`config.mk`:
```
export PLATFORM = sky130hd
export DESIGN_NAME = uart_rxsm
export DESIGN_NICKNAME = d
export VERILOG_FILES = /design/src/rtl/uart_rxsm.sv
export SDC_FILE = /design/constraint.sdc
export NUM_CORES = 1
export LEC_CHECK = 0
export ABC_AREA = 1
export BUFFER_PORTS_ARGS = -buffer_cell sky130_fd_sc_hd__buf_2
export CAP_MARGIN = 40
export CORE_MARGIN = 4
export CORE_UTILIZATION = 52
export CTS_CLUSTER_DIAMETER = 60
export DETAILED_ROUTE_END_ITERATION = 7
export GPL_ROUTABILITY_DRIVEN = 0
export HOLD_SLACK_MARGIN = 0.1
export MAX_ROUTING_LAYER = met4
export PLACE_DENSITY_LB_ADDON = 0.2
export SLEW_MARGIN = 40
export SYNTH_ARGS = -nofsm -noshare
export SYNTH_HDL_FRONTEND = slang
export SYNTH_SLANG_ARGS = --single-unit
```
`constraint.sdc`:
```
create_clock -name Clk -period 1.66 [get_ports Clk]
set_clock_uncertainty 0.15 [all_clocks]
set_input_delay 0.332 -clock Clk [delete_from_list [all_inputs] [get_ports Clk]]
set_output_delay 0.332 -clock Clk [all_outputs]
set_load 0.01 [all_outputs]
```
`src/rtl/uart_rxsm.sv`:
```
// UART receive state machine: 16x oversampled start/data/parity/stop capture into the RX FIFO.
// Optional break detection is enabled by defining UART_RXSM_BREAK_DET_EN.
module uart_rxsm #(
  parameter int unsigned SYNC_STAGES = 2,
  parameter int unsigned SAMPLE_PT   = 7
) (
  input  logic       Clk,
  input  logic       Rst,
  input  logic       CE_16x,
  input  logic       Len,
  input  logic       NumStop,
  input  logic       ParEn,
  input  logic [1:0] Par,
  input  logic       RxD,
  input  logic       RF_FF,
  output logic       RF_WE,
  output logic [7:0] RHR,
  output logic       RxPE,
  output logic       RxFE,
  output logic       RxBI,
  output logic       RxOE,
  output logic       RxIdle,
  output logic [3:0] RxSM
);

  typedef enum logic [3:0] {
    Idle     = 4'd0,
    StartChk = 4'd1,
    Data     = 4'd2,
    Parity   = 4'd3,
    Stop1    = 4'd4,
    Stop2    = 4'd5
  } state_e;

  localparam logic [3:0] SamplePt = 4'(SAMPLE_PT);

  logic [SYNC_STAGES-1:0] sync_q;
  logic                   rxd_s;
  state_e                 state_q;
  logic [3:0]             bcnt_q;
  logic [2:0]             bitcnt_q;
  logic                   armed_q;
  logic                   len_q, nstop_q, paren_q;
  logic [1:0]             par_q;
  logic [7:0]             shift_q;
  logic                   pe_q, fe_q, done_q;
  logic                   bit_tick;
  logic                   par_exp;
  logic                   brk;
`ifdef UART_RXSM_BREAK_DET_EN
  logic                   par_zero_q, brk_q;
`endif

  always_ff @(posedge Clk or negedge Rst) begin
    if (!Rst) sync_q <= '1;
    else      sync_q <= {sync_q[SYNC_STAGES-2:0], RxD};
  end
  assign rxd_s = sync_q[SYNC_STAGES-1];

  assign bit_tick = CE_16x && (bcnt_q == 4'd15);

  always_comb begin
    par_exp = 1'b0;
    unique case (par_q)
      2'b00: par_exp = ~^shift_q;
      2'b01: par_exp = ^shift_q;
      2'b10: par_exp = 1'b0;
      2'b11: par_exp = 1'b1;
      default: par_exp = 1'b0;
    endcase
  end

  always_ff @(posedge Clk or negedge Rst) begin
    if (!Rst) begin
      state_q  <= Idle;
      bcnt_q   <= '0;
      bitcnt_q <= '0;
      armed_q  <= 1'b0;
      len_q    <= 1'b0;
      nstop_q  <= 1'b0;
      paren_q  <= 1'b0;
      par_q    <= '0;
      shift_q  <= '0;
      pe_q     <= 1'b0;
      fe_q     <= 1'b0;
      done_q   <= 1'b0;
`ifdef UART_RXSM_BREAK_DET_EN
      par_zero_q <= 1'b0;
      brk_q      <= 1'b0;
`endif
    end else begin
      done_q <= 1'b0;
      case (state_q)
        Idle: if (CE_16x) begin
          bcnt_q <= '0;
          if (rxd_s) begin
            armed_q <= 1'b1;
          end else if (armed_q) begin
            state_q <= StartChk;
            armed_q <= 1'b0;
            len_q   <= Len;
            nstop_q <= NumStop;
            paren_q <= ParEn;
            par_q   <= Par;
          end
        end
        StartChk: if (CE_16x) begin
          bcnt_q <= bcnt_q + 4'd1;
          if (bcnt_q == SamplePt) begin
            if (rxd_s) begin
              state_q <= Idle;
            end else begin
              state_q  <= Data;
              bcnt_q   <= '0;
              bitcnt_q <= '0;
              shift_q  <= '0;
              pe_q     <= 1'b0;
`ifdef UART_RXSM_BREAK_DET_EN
              par_zero_q <= 1'b1;
`endif
            end
          end
        end
        Data: if (CE_16x) begin
          bcnt_q <= bcnt_q + 4'd1;
          if (bit_tick) begin
            shift_q[bitcnt_q] <= rxd_s;
            bitcnt_q          <= bitcnt_q + 3'd1;
            if (bitcnt_q == (len_q ? 3'd6 : 3'd7)) state_q <= paren_q ? Parity : Stop1;
          end
        end
        Parity: if (CE_16x) begin
          bcnt_q <= bcnt_q + 4'd1;
          if (bit_tick) begin
            pe_q    <= (rxd_s != par_exp);
            state_q <= Stop1;
`ifdef UART_RXSM_BREAK_DET_EN
            par_zero_q <= ~rxd_s;
`endif
          end
        end
        Stop1: if (CE_16x) begin
          bcnt_q <= bcnt_q + 4'd1;
          if (bit_tick) begin
            fe_q <= ~rxd_s;
`ifdef UART_RXSM_BREAK_DET_EN
            brk_q <= (shift_q == 8'h00) && par_zero_q && ~rxd_s;
`endif
            if (nstop_q) begin
              state_q <= Stop2;
            end else begin
              state_q <= Idle;
              done_q  <= 1'b1;
            end
          end
        end
        Stop2: if (CE_16x) begin
          bcnt_q <= bcnt_q + 4'd1;
          if (bit_tick) begin
            fe_q    <= fe_q | ~rxd_s;
            state_q <= Idle;
            done_q  <= 1'b1;
          end
        end
        // Unused encodings recover on the next clock, independent of CE_16x.
        default: state_q <= Idle;
      endcase
    end
  end

`ifdef UART_RXSM_BREAK_DET_EN
  assign brk = brk_q;
`else
  assign brk = 1'b0;
`endif

  // Completion is committed one clock after the final stop sample.
  always_ff @(posedge Clk or negedge Rst) begin
    if (!Rst) begin
      RF_WE <= 1'b0;
      RxOE  <= 1'b0;
      RHR   <= '0;
      RxPE  <= 1'b0;
      RxFE  <= 1'b0;
      RxBI  <= 1'b0;
    end else begin
      RF_WE <= 1'b0;
      RxOE  <= 1'b0;
      if (done_q) begin
        RF_WE <= ~RF_FF;
        RxOE  <= RF_FF;
        RHR   <= brk ? 8'h00 : shift_q;
        RxPE  <= paren_q && pe_q && ~brk;
        RxFE  <= fe_q | brk;
        RxBI  <= brk;
      end
    end
  end

  assign RxIdle = (state_q == Idle);
  assign RxSM   = state_q;

endmodule

```
Word-level counts from Yosys, hierarchy flattened --
Cells that the tools add are included.
Word-level totals: register bits 42, bits of input ports 10, output and inout port bits 18, word-level logic and storage cells 133
Operators by class: add/sub/neg operators 2, order comparisons 2, equality and inequality tests 28, multiplexer cells 61, bitwise gates (word level) 3, reductions and logical operators 19
Operators by type and width (number):
- $mux 4 | 19
- $mux 8 | 5
- $ne 2x2->1 const B | 14
- $pmux 4 s6 | 1
- $mux 3 | 7
- $mux 1 | 19
- $pmux 8 s2 | 1
- $reduce_and 14->1 | 1
- $eq 4x3->1 const B | 3
- $pmux 4 s3 | 1
- $reduce_and 6->1 | 2
- $bwmux 8 | 1
- $eq 4x2->1 const B | 2
- $reduce_and 4->1 | 2
- $reduce_xnor 8->1 | 1
- $reduce_xor 8->1 | 1
- $pmux 1 s2 | 3
- $pmux 3 s2 | 1
- $reduce_bool 2->1 | 3
- $reduce_and 5->1 | 1
- $add 4x1->4 const B | 1
- $eq 2x2->1 const B | 2
- $eq 4x1->1 const B | 1
- $eq 4x4->1 const B | 1
- 18 further kinds | 22

Longest topological paths before layout --
Gate-level depths: netlist of the first run.
depth in word-level cells 8, gate-level depth with buffers 10, gate-level depth less buffers 10

Least setup slack after synthesis of the first run --
No wires, ideal clock.
path kind flip-flop to flip-flop, start point register state_q[1], in the netlist RxSM[1], end point register bcnt_q[2], setup time 0.087 ns, data arrival time 1.383 ns, data required time 1.423 ns, setup slack 0.040 ns, cell stages (with the launch flop) 7, path buffers 0, clock period less this slack 1.620 ns, cells stage by stage dfrtp_1 -> inv_2 -> ha_1 -> nand3_1 -> a21oi_4 -> nand2_1 -> a22oi_1
On the way: longest elaborated chain between the ends 4, elaborated cells between the ends (all ways) 13, those cells by class eq/ne (8); mux (1); reduce/logical (4)
RTL lines:
- from (decl) | line 39 | state_e state_q;
- from (signal assigned) | line 75 | state_q <= Idle;
- from (signal assigned) | line 99 | state_q <= StartChk;
- from (signal assigned) | line 111 | state_q <= Idle;
- $eq 4x3->1 or $eq 4x2->1 (tied branches) | line 93 | case (state_q)
- $reduce_or 4->1 (no source line)
- $ne 2x1->1 (no source line) or $reduce_bool 3->1 (tied branches)
- $reduce_and 4->1 (no source line)
- to (signal assigned) | line 108 | bcnt_q <= bcnt_q + 4'd1;
- to (signal assigned) | line 125 | bcnt_q <= bcnt_q + 4'd1;
- to (signal assigned) | line 133 | bcnt_q <= bcnt_q + 4'd1;
- to (decl) | line 40 | logic [3:0] bcnt_q;
Several ways; a longest one is shown, not always the timed one. A chain may end at the register's enable or synchronous reset.

Final worst setup path of the first run --
start point register state_q[1], in the netlist RxSM[1], end point register bcnt_q[1]
The elaborated chain is that of the path after synthesis.

==> results of run 1 <==
-- synth_stat cells --
| master | instances |
|---|---|
| a21oi_1 | 3 |
| a21oi_4 | 1 |
| a22oi_1 | 1 |
| a32o_1 | 1 |
| buf_2 | 3 |
| buf_4 | 2 |
| buf_6 | 1 |
| clkbuf_1 | 1 |
| clkinv_1 | 1 |
| conb_1 | 1 |
| dfrtp_1 | 39 |
| dfstp_2 | 2 |
| ha_1 | 4 |
| inv_1 | 32 |
| inv_2 | 3 |
| nand2_1 | 98 |
| nand2_2 | 1 |
| nand3_1 | 19 |
| nand3_2 | 2 |
| nand4_1 | 9 |
| nor2_1 | 22 |
| nor2_2 | 3 |
| nor3_4 | 3 |
| o211ai_1 | 1 |
| o21ai_0 | 24 |
| o21ai_1 | 9 |
| o22ai_1 | 1 |
| or2_2 | 1 |
| xnor2_1 | 1 |
| xor2_1 | 1 |
-- power by group through the flow --
| stage | registers, W | logic [W] | clock network (W) |
|---|---|---|---|
| after floorplan | 0.00135 | 0.000964 | 0 |
| after CTS | 0.00136 | 0.00158 | 0.000654 |
| after global placement | 0.00135 | 0.00141 | 0 |
| after detailed placement | 0.00136 | 0.00144 | 0 |
| final | 0.00138 | 0.00213 | 0.000658 |
| after global routing | 0.00141 | 0.00233 | 0.000698 |
-- worst max-delay path by stage --
stage,depth (start not counted),slack [ns],to
after floorplan,6,0.04,bcnt_q[2]$_DFFE_PN0P_
after global placement,6,-0.03,par_q[1]$_DFFE_PN0P_
after detailed placement,6,-0.06,nstop_q$_DFFE_PN0P_
after CTS,4,-0.003,RxIdle
after global routing,7,-0.19,bcnt_q[1]$_DFFE_PN0P_
final,7,-0.08,bcnt_q[1]$_DFFE_PN0P_
-- sequential cells by signal, summed over array words and instances (netlist names), 2 cells and up --
name	flops
bitcnt_q	3
par_q	2
RxSM	3
bcnt_q	4
shift_q	8
sync_q	2
RHR	8
-- worst max-delay path, cell delays in order (launching register included) --
cell,delay (ns)
dfrtp_2,0.45
inv_4,0.08
ha_1,0.34
nand3_1,0.13
a21oi_4,0.18
buf_4,0.14
nand3_1,0.07
o21ai_0,0.10
-- layout by cell type (no fill, tap or decap), types with 6 or more instances in the layout --
| cell | n |
|---|---|
| dlygate4sd3_1 | 7 |
| o21ai_1 | 6 |
| buf_4 | 30 |
| o21ai_0 | 22 |
| nand2_1 | 91 |
| nand3_1 | 18 |
| dfrtp_1 | 36 |
| buf_2 | 24 |
| inv_1 | 30 |
| nor2_1 | 19 |
| nand4_1 | 9 |
-- final cells by class --
cell class,instances,area (um^2)
Fill cell,305,1120
Timing Repair Buffer,66,489
Sequential cell,41,1030
Inverter,36,143
Clock inverter,2,10.0
Tap cell,50,62.6
Clock buffer,6,72.6
Multi-Input combinational cell,208,1130
-- cells by family after synthesis --
group,Yosys count,share of synthesized area (%)
and+or+nand+nor,158,31.8
adders and majority gates,4,2.27
xor gates and xnor gates,2,0.793
DFF,41,46.5
buffers and inverters,43,8.15
AOI/OAI and AO/OA,41,10.3
other,1,0.170
-- per-stage QoR --
stage | setup TNS (ns) | utilization (%) | worst slack (ns)
after floorplan | 0 | - | 0.0400
after global placement | -0.0774 | 61.3 | -0.0294
after detailed placement | -0.357 | 61.3 | -0.0551
after CTS | -0.00463 | 66.7 | -0.00258
after global routing | -2.35 | 72.4 | -0.193
final | -0.805 | 72.4 | -0.0812
-- what timing repair did --
action                                 in CTS  in global routing
pin swaps                                   1                  7
gates cloned                                0                  1
endpoints found under the hold margin      20                  0
setup endpoints to repair                  18                 26
buffers inserted                            4                 14
gates resized for setup                    13                 27
hold buffers                                7                  0
-- metal layers --
metal	share of wire, %	global-route usage (%)	wire length (um)	up-vias
met4	2.1	6.15	114	0
li1	-	-	-	1065
met5	0	-	0	-
met3	6.1	4.27	332	13
met1	45	26.7	2470	978
met2	46	31.7	2530	86
==> out/results.txt, run 1 <==
Setup-failing EPs final -> 19
Htree depth -> 2
HPWL Detailed -> 3.39 mm
Leakage -> 1.53 nW
DRC violations left -> 0
Die X -> 73.2 um
Final slew viol count -> 0
Grt total ovfl -> 0
Fraction of layout cells with a size suffix above 1 -> 29.2%
CP required -> 1.72 ns
Hold EP -> par_q[1]$_DFFE_PN0P_
Area after DPL -> 2490 um^2
Final net count -> 372
Core Box Area -> 4060 um^2
Hold path start -> Par[1]
Warnings, synthesis -> 0
Clock power frac -> 15.8%
Sequential share of power -> 33.1%
Status -> finished with violations
Final WS setup -> -0.0812 ns
Clock Latency Late Sink -> 0.30 ns
Syn avg cell area -> 7.62 um^2
Total GRT Usage -> 20.4%
P_int -> 0.00242 W
IO Count -> 28
Critical Path Sink Type -> flip-flop
PortBufs -> 25
Startpoint types -> flip-flop
Die height -> 73.2 um
Worst setup path startpoint -> RxSM[1]$_DFFE_PN0P_
Global-route wire length before repair -> 8.31 mm
Final Hold Viols -> 0
CTS Root Cell -> clkbuf_8
Leading area contributor after synthesis -> dfrtp_1
PD cells -> 1420 nW/um^2
Max Fclk -> 574 MHz
Area of the die -> 5360 um^2
R2R cell count -> 7
Via count -> 2142
Non-filler cells, final -> 409
RSZ-0062 raised after global routing -> true
MaxCap Viol Count -> 0
# diodes -> 0
CTS tree -> yes
Hold Path Class -> primary input to flip-flop
Post-route ant nets -> 0
Synth area leaders -> dfrtp_1 44%, nand2_1 17%, o21ai_0 5.4%
Std-Cell Rows -> 23
Fin crit period -> 1.74 ns
RR Endpoint -> bcnt_q[1]$_DFFE_PN0P_
Sw frac -> 41.9%
1st-iter DRT viols -> 182
Cells after synthesis -> 290
Initial Util -> 54.5%
Dpl cells -> 375
Combinational Power Share -> 51.1%
Total wire length -> 5.45 mm
Yosys top cell area share -> 44.2%
Failing checks -> negative setup slack
Syn-to-layout area delta -> 32.9%
Clock sink count -> 41
Final Cycle Share -> 105%
Critical path peak fanout -> 5
Inserted Clock Buffers -> 5
Detailed-router iteration count before antenna repair -> 4
WL/cell -> 13.3 um
Vias in the first global route -> 1907
Max clock buf depth -> 2
Max rail drop VDD -> 0.908 mV
Synth cell types -> 30
CP Class -> flip-flop to flip-flop
R2r setup slk -> -0.08 ns
CTS clk-pin slew, worst paths -> 0.08 ns
Final Total Pwr -> 0.00416 W
Hold Slack -> 0.132 ns
Reg-to-reg startpoint -> RxSM[1]$_DFFE_PN0P_
Sequential area share after synthesis -> 46.5%
Largest net degree at the start of global routing -> 20
Worst endpoint data arrival time -> 1.80 ns
Avg Vias per Cell -> 5.24
Cell Area, Synth -> 2210 um^2
Hold path depth -> 3
FF+latch count, synth -> 41
Switching power total -> 0.00174 W
Fin area -> 2940 um^2
Initial antenna violation count -> 0
(Power assumes the default switching activity.)
==> run 2: changes to the inputs <==
--- a/config.mk
+++ b/config.mk
@@ -5,11 +5,10 @@
 export SDC_FILE = /design/constraint.sdc
 export NUM_CORES = 1
 export LEC_CHECK = 0
-export ABC_AREA = 1
 export BUFFER_PORTS_ARGS = -buffer_cell sky130_fd_sc_hd__buf_2
 export CAP_MARGIN = 40
 export CORE_MARGIN = 4
-export CORE_UTILIZATION = 52
+export CORE_UTILIZATION = 51
 export CTS_CLUSTER_DIAMETER = 60
 export DETAILED_ROUTE_END_ITERATION = 7
 export GPL_ROUTABILITY_DRIVEN = 0
==> run 2 against run 1 <==
Sequential power decreased by 11%. Maximum frequency fell by 12%. Setup slack got worse by 0.24 ns. Synthesized cell count is 28% lower. Flip-flop and latch count stayed put. The flow still finishes with violations (negative setup slack). Final cell count fell by 22%. Non-clock buffer count decreased by 2. Final area fell by 3.1%. Count of clock-buffer cells in the layout decreased by 1. Routed wire length down 17%.
==> out/results.txt, run 2 <==
Switching power total -> 0.000974 W (was 0.00174 W)
Cell Area, Synth -> 2100 um^2 (was 2210 um^2)
Clock sink count -> 41 (unchanged)
Avg Vias per Cell -> 5.33 (was 5.24)
Htree depth -> 2 (unchanged)
Critical Path Sink Type -> flip-flop (unchanged)
Initial antenna violation count -> 0 (unchanged)
CP required -> 1.68 ns (was 1.72 ns)
Largest net degree at the start of global routing -> 42 (was 20)
Area of the die -> 5200 um^2 (was 5360 um^2)
Sequential area share after synthesis -> 49.0% (was 46.5%)
Max Fclk -> 505 MHz (was 574 MHz)
# diodes -> 0 (unchanged)
Synth cell types -> 39 (was 30)
Synth area leaders -> dfrtp_1 47%, mux2_2 8.1%, o21ai_0 5.3% (was dfrtp_1 44%, nand2_1 17%, o21ai_0 5.4%)
CTS clk-pin slew, worst paths -> 0.08 ns (about the same)
CTS Root Cell -> clkbuf_8 (unchanged)
Post-synth top flop -> dfrtp_1 (unchanged)
Sequential share of power -> 41.3% (was 33.1%)
PD cells -> 1050 nW/um^2 (was 1420 nW/um^2)
Slowest stage cell on the critical path -> or4b_4 (was dfrtp_2)
Combinational Power Share -> 37.5% (was 51.1%)
Core Box Area -> 4000 um^2 (was 4060 um^2)
Final Cycle Share -> 119% (was 105%)
Max stage delay on crit path -> 0.56 ns (was 0.45 ns)
Register area -> 1030 um^2 (about the same)
Fraction of layout cells with a size suffix above 1 -> 44.4% (was 29.2%)
Syn avg cell area -> 9.99 um^2 (was 7.62 um^2)
HPWL Detailed -> 3.18 mm (was 3.39 mm)
Detailed-router iteration count before antenna repair -> 4 (unchanged)
Post-synth EDFFs -> 0 (unchanged)
Inserted Clock Buffers -> 5 (unchanged)
Worst endpoint data arrival time -> 2.01 ns (was 1.80 ns)
Layout Utilization -> 71.2% (was 72.4%)
Most frequent cells in the layout -> 38 x dfrtp_1, 26 x buf_4, 25 x nand2_1 (was 91 x nand2_1, 36 x dfrtp_1, 30 x inv_1, 30 x buf_4, 24 x buf_2)
Critical path's top delay family -> simple AND/OR/NAND/NOR gates (was flip-flops)
Vias in the first global route -> 1677 (was 1907)
Warnings, synthesis -> 0 (unchanged)
P_int -> 0.00201 W (was 0.00242 W)
Fin crit period -> 1.98 ns (was 1.74 ns)
MaxCap Viol Count -> 0 (unchanged)
Global-route wire length before repair -> 7.60 mm (was 8.31 mm)
Syn-to-layout area delta -> 35.7% (was 32.9%)
Commonest non-fill, non-tap cell in the layout -> dfrtp_1 (was nand2_1)
Final Hold Viols -> 0 (unchanged)
Grt total ovfl -> 0 (unchanged)
Total GRT Usage -> 19.4% (was 20.4%)
Crit path buf inv count -> 0 (was 2)
Post-route ant nets -> 0 (unchanged)
Leakage -> 1.33 nW (was 1.53 nW)
Std-Cell Rows -> 23 (unchanged)
FF+latch count, synth -> 41 (unchanged)
Leading area contributor after synthesis -> dfrtp_1 (unchanged)
Sw frac -> 32.6% (was 41.9%)
CTS tree -> yes (unchanged)
Fillcell total -> 301 (was 305)
Initial Util -> 52.4% (was 54.5%)
Post-synthesis async set-or-reset flop share -> 100% (unchanged)
Top-count cell post-synth -> dfrtp_1 (was nand2_1)
Clock Latency Late Sink -> 0.29 ns (was 0.30 ns)
Final slew viol count -> 0 (unchanged)
Die X -> 72.1 um (was 73.2 um)
IO Count -> 28 (unchanged)
Footprint of the multi-input gates -> 1150 um^2 (was 1130 um^2)
RSZ-0062 raised after global routing -> true (unchanged)
Final net count -> 283 (was 372)
Yosys top cell area share -> 46.5% (was 44.2%)
Max rail drop VDD -> 0.710 mV (was 0.908 mV)
Largest regs -> RHR: 8 flops, shift_q: 8 flops, bcnt_q: 4 flops (unchanged)
CP Class -> flip-flop to flip-flop (unchanged)
Fin area -> 2850 um^2 (was 2940 um^2)
Failing checks -> negative setup slack (unchanged)
Via count -> 1705 (was 2142)
Area after DPL -> 2440 um^2 (was 2490 um^2)
Status -> finished with violations (unchanged)
Clock power frac -> 21.2% (was 15.8%)
Hold Path Class -> primary input to flip-flop (unchanged)
Total wire length -> 4.54 mm (was 5.45 mm)
Max clock buf depth -> 2 (unchanged)
1st-iter DRT viols -> 74 (was 182)
Commonest cells in the netlist -> 39 x dfrtp_1, 27 x nand2_1, 22 x o21ai_0 (was 98 x nand2_1, 39 x dfrtp_1, 32 x inv_1)
Final WS setup -> -0.321 ns (was -0.0812 ns)
Hold Slack -> 0.112 ns (was 0.132 ns)
DRC violations left -> 0 (unchanged)
Startpoint types -> flip-flop (unchanged)
Setup-failing EPs final -> 26 (was 19)
Critical path peak fanout -> 4 (was 5)
CP Cell Sequence -> or4b_4, o32a_4, nor3_4, nand2_1, mux2i_1 (was inv_4, ha_1, nand3_1, a21oi_4, buf_4, nand3_1, o21ai_0)
PortBufs -> 25 (unchanged)
WL/cell -> 14.2 um (was 13.3 um)
Die height -> 72.1 um (was 73.2 um)
Cells after synthesis -> 210 (was 290)
run 2: changes by cell type in the layout (fill, tap and decap cells not counted), sizes merged, moves of 7 or more:
cell   before  now
a21oi       4   11
inv        35    7
mux2        0   15
nand2      99   27
nand3      22    9
nand4       9    2
nor2       25   11
o21ai      33   23
run 2: final timing paths:
check	start	end	slack, ns	cells after the start
max in group asynchronous	Rst	sync_q[0]$_DFF_PN1_	0.72	3
min in group asynchronous	Rst	fe_q$_DFFE_PN0P_	0.39	3
hold reg to reg	sync_q[0]$_DFF_PN1_	sync_q[1]$_DFF_PN1_	0.21	0
setup / recovery	RxSM[2]$_DFFE_PN0P_	shift_q[4]$_DFFE_PN0P_	-0.32	5
hold / removal	Par[0]	par_q[0]$_DFFE_PN0P_	0.11	2
setup reg to reg	RxSM[2]$_DFFE_PN0P_	shift_q[4]$_DFFE_PN0P_	-0.32	5
run 2: worst reg2reg max path, stage by stage (launching register included):
cell     delay (ns)
dfrtp_2        0.42
or4b_4         0.56
o32a_4         0.33
nor3_4         0.16
nand2_1        0.11
mux2i_1        0.13
run 2: routing by layer:
layer | up-vias | GRT usage [%] | share of wire (%)
met4 | 0 | 5.64 | 1.3
li1 | 849 | - | -
met1 | 809 | 23.0 | 43
met5 | - | - | 0
met2 | 40 | 32.9 | 51
met3 | 7 | 4.71 | 4.5
run 2: cell type report:
cell class                      count  area share (%)
Clock buffer                        5            2.42
Tap cell                           50            2.20
Inverter                            7            1.10
Multi-Input combinational cell    150            40.6
Timing Repair Buffer               64            16.9
Clock inverter                      3           0.615
Sequential cell                    41            36.2
run 2: timing repair:
item / CTS / global route
hold endpoints to repair: 43 / 0
gates resized for setup: 36 / 25
pin swaps: 15 / 11
buffers inserted: 8 / 3
hold buffers: 3 / 0
endpoints found under the setup margin: 25 / 28
run 2: cells by family (layout without fill, tap and decap cells):
kind of cell / count (synthesis) / after routing / synth area share, %
AO/OA/AOI/OAI: 45 / 45 / 12.8
XOR/XNOR: 9 / 9 / 3.76
adder cells (fa/ha/maj): 4 / 4 / 2.39
buffers and inverters: 20 / 79 / 4.59
flip-flops: 41 / 41 / 49.0
multiplexers: 20 / 20 / 10.4
other: 1 / 2 / 0.179
AND/OR/NAND/NOR: 70 / 70 / 16.8
run 2: power by group through the flow:
stage,Sequential [W],Clock (W),Combinational (W)
2_1_floorplan,0.00125,0,0.000639
3_3_place_gp,0.00123,0,0.000769
3_5_place_dp,0.00123,0,0.000787
4_1_cts,0.00122,0.000658,0.00100
5_1_grt,0.00125,0.000697,0.00122
6_report,0.00123,0.000634,0.00112
run 2: through the flow:
| stage | setup WS, ns | TNS, ns | total power, W | std cells |
|---|---|---|---|---|
| final | -0.321 | -3.48 | 0.00299 | 320 |
| after global routing | -0.376 | -5.22 | 0.00317 | 320 |
| after CTS | -0.289 | -3.05 | 0.00288 | 318 |
| after detailed placement | -0.274 | -3.44 | 0.00202 | 299 |
| after global placement | -0.248 | -2.80 | 0.00200 | 299 |
| after floorplan | -0.387 | -5.17 | 0.00188 | 211 |
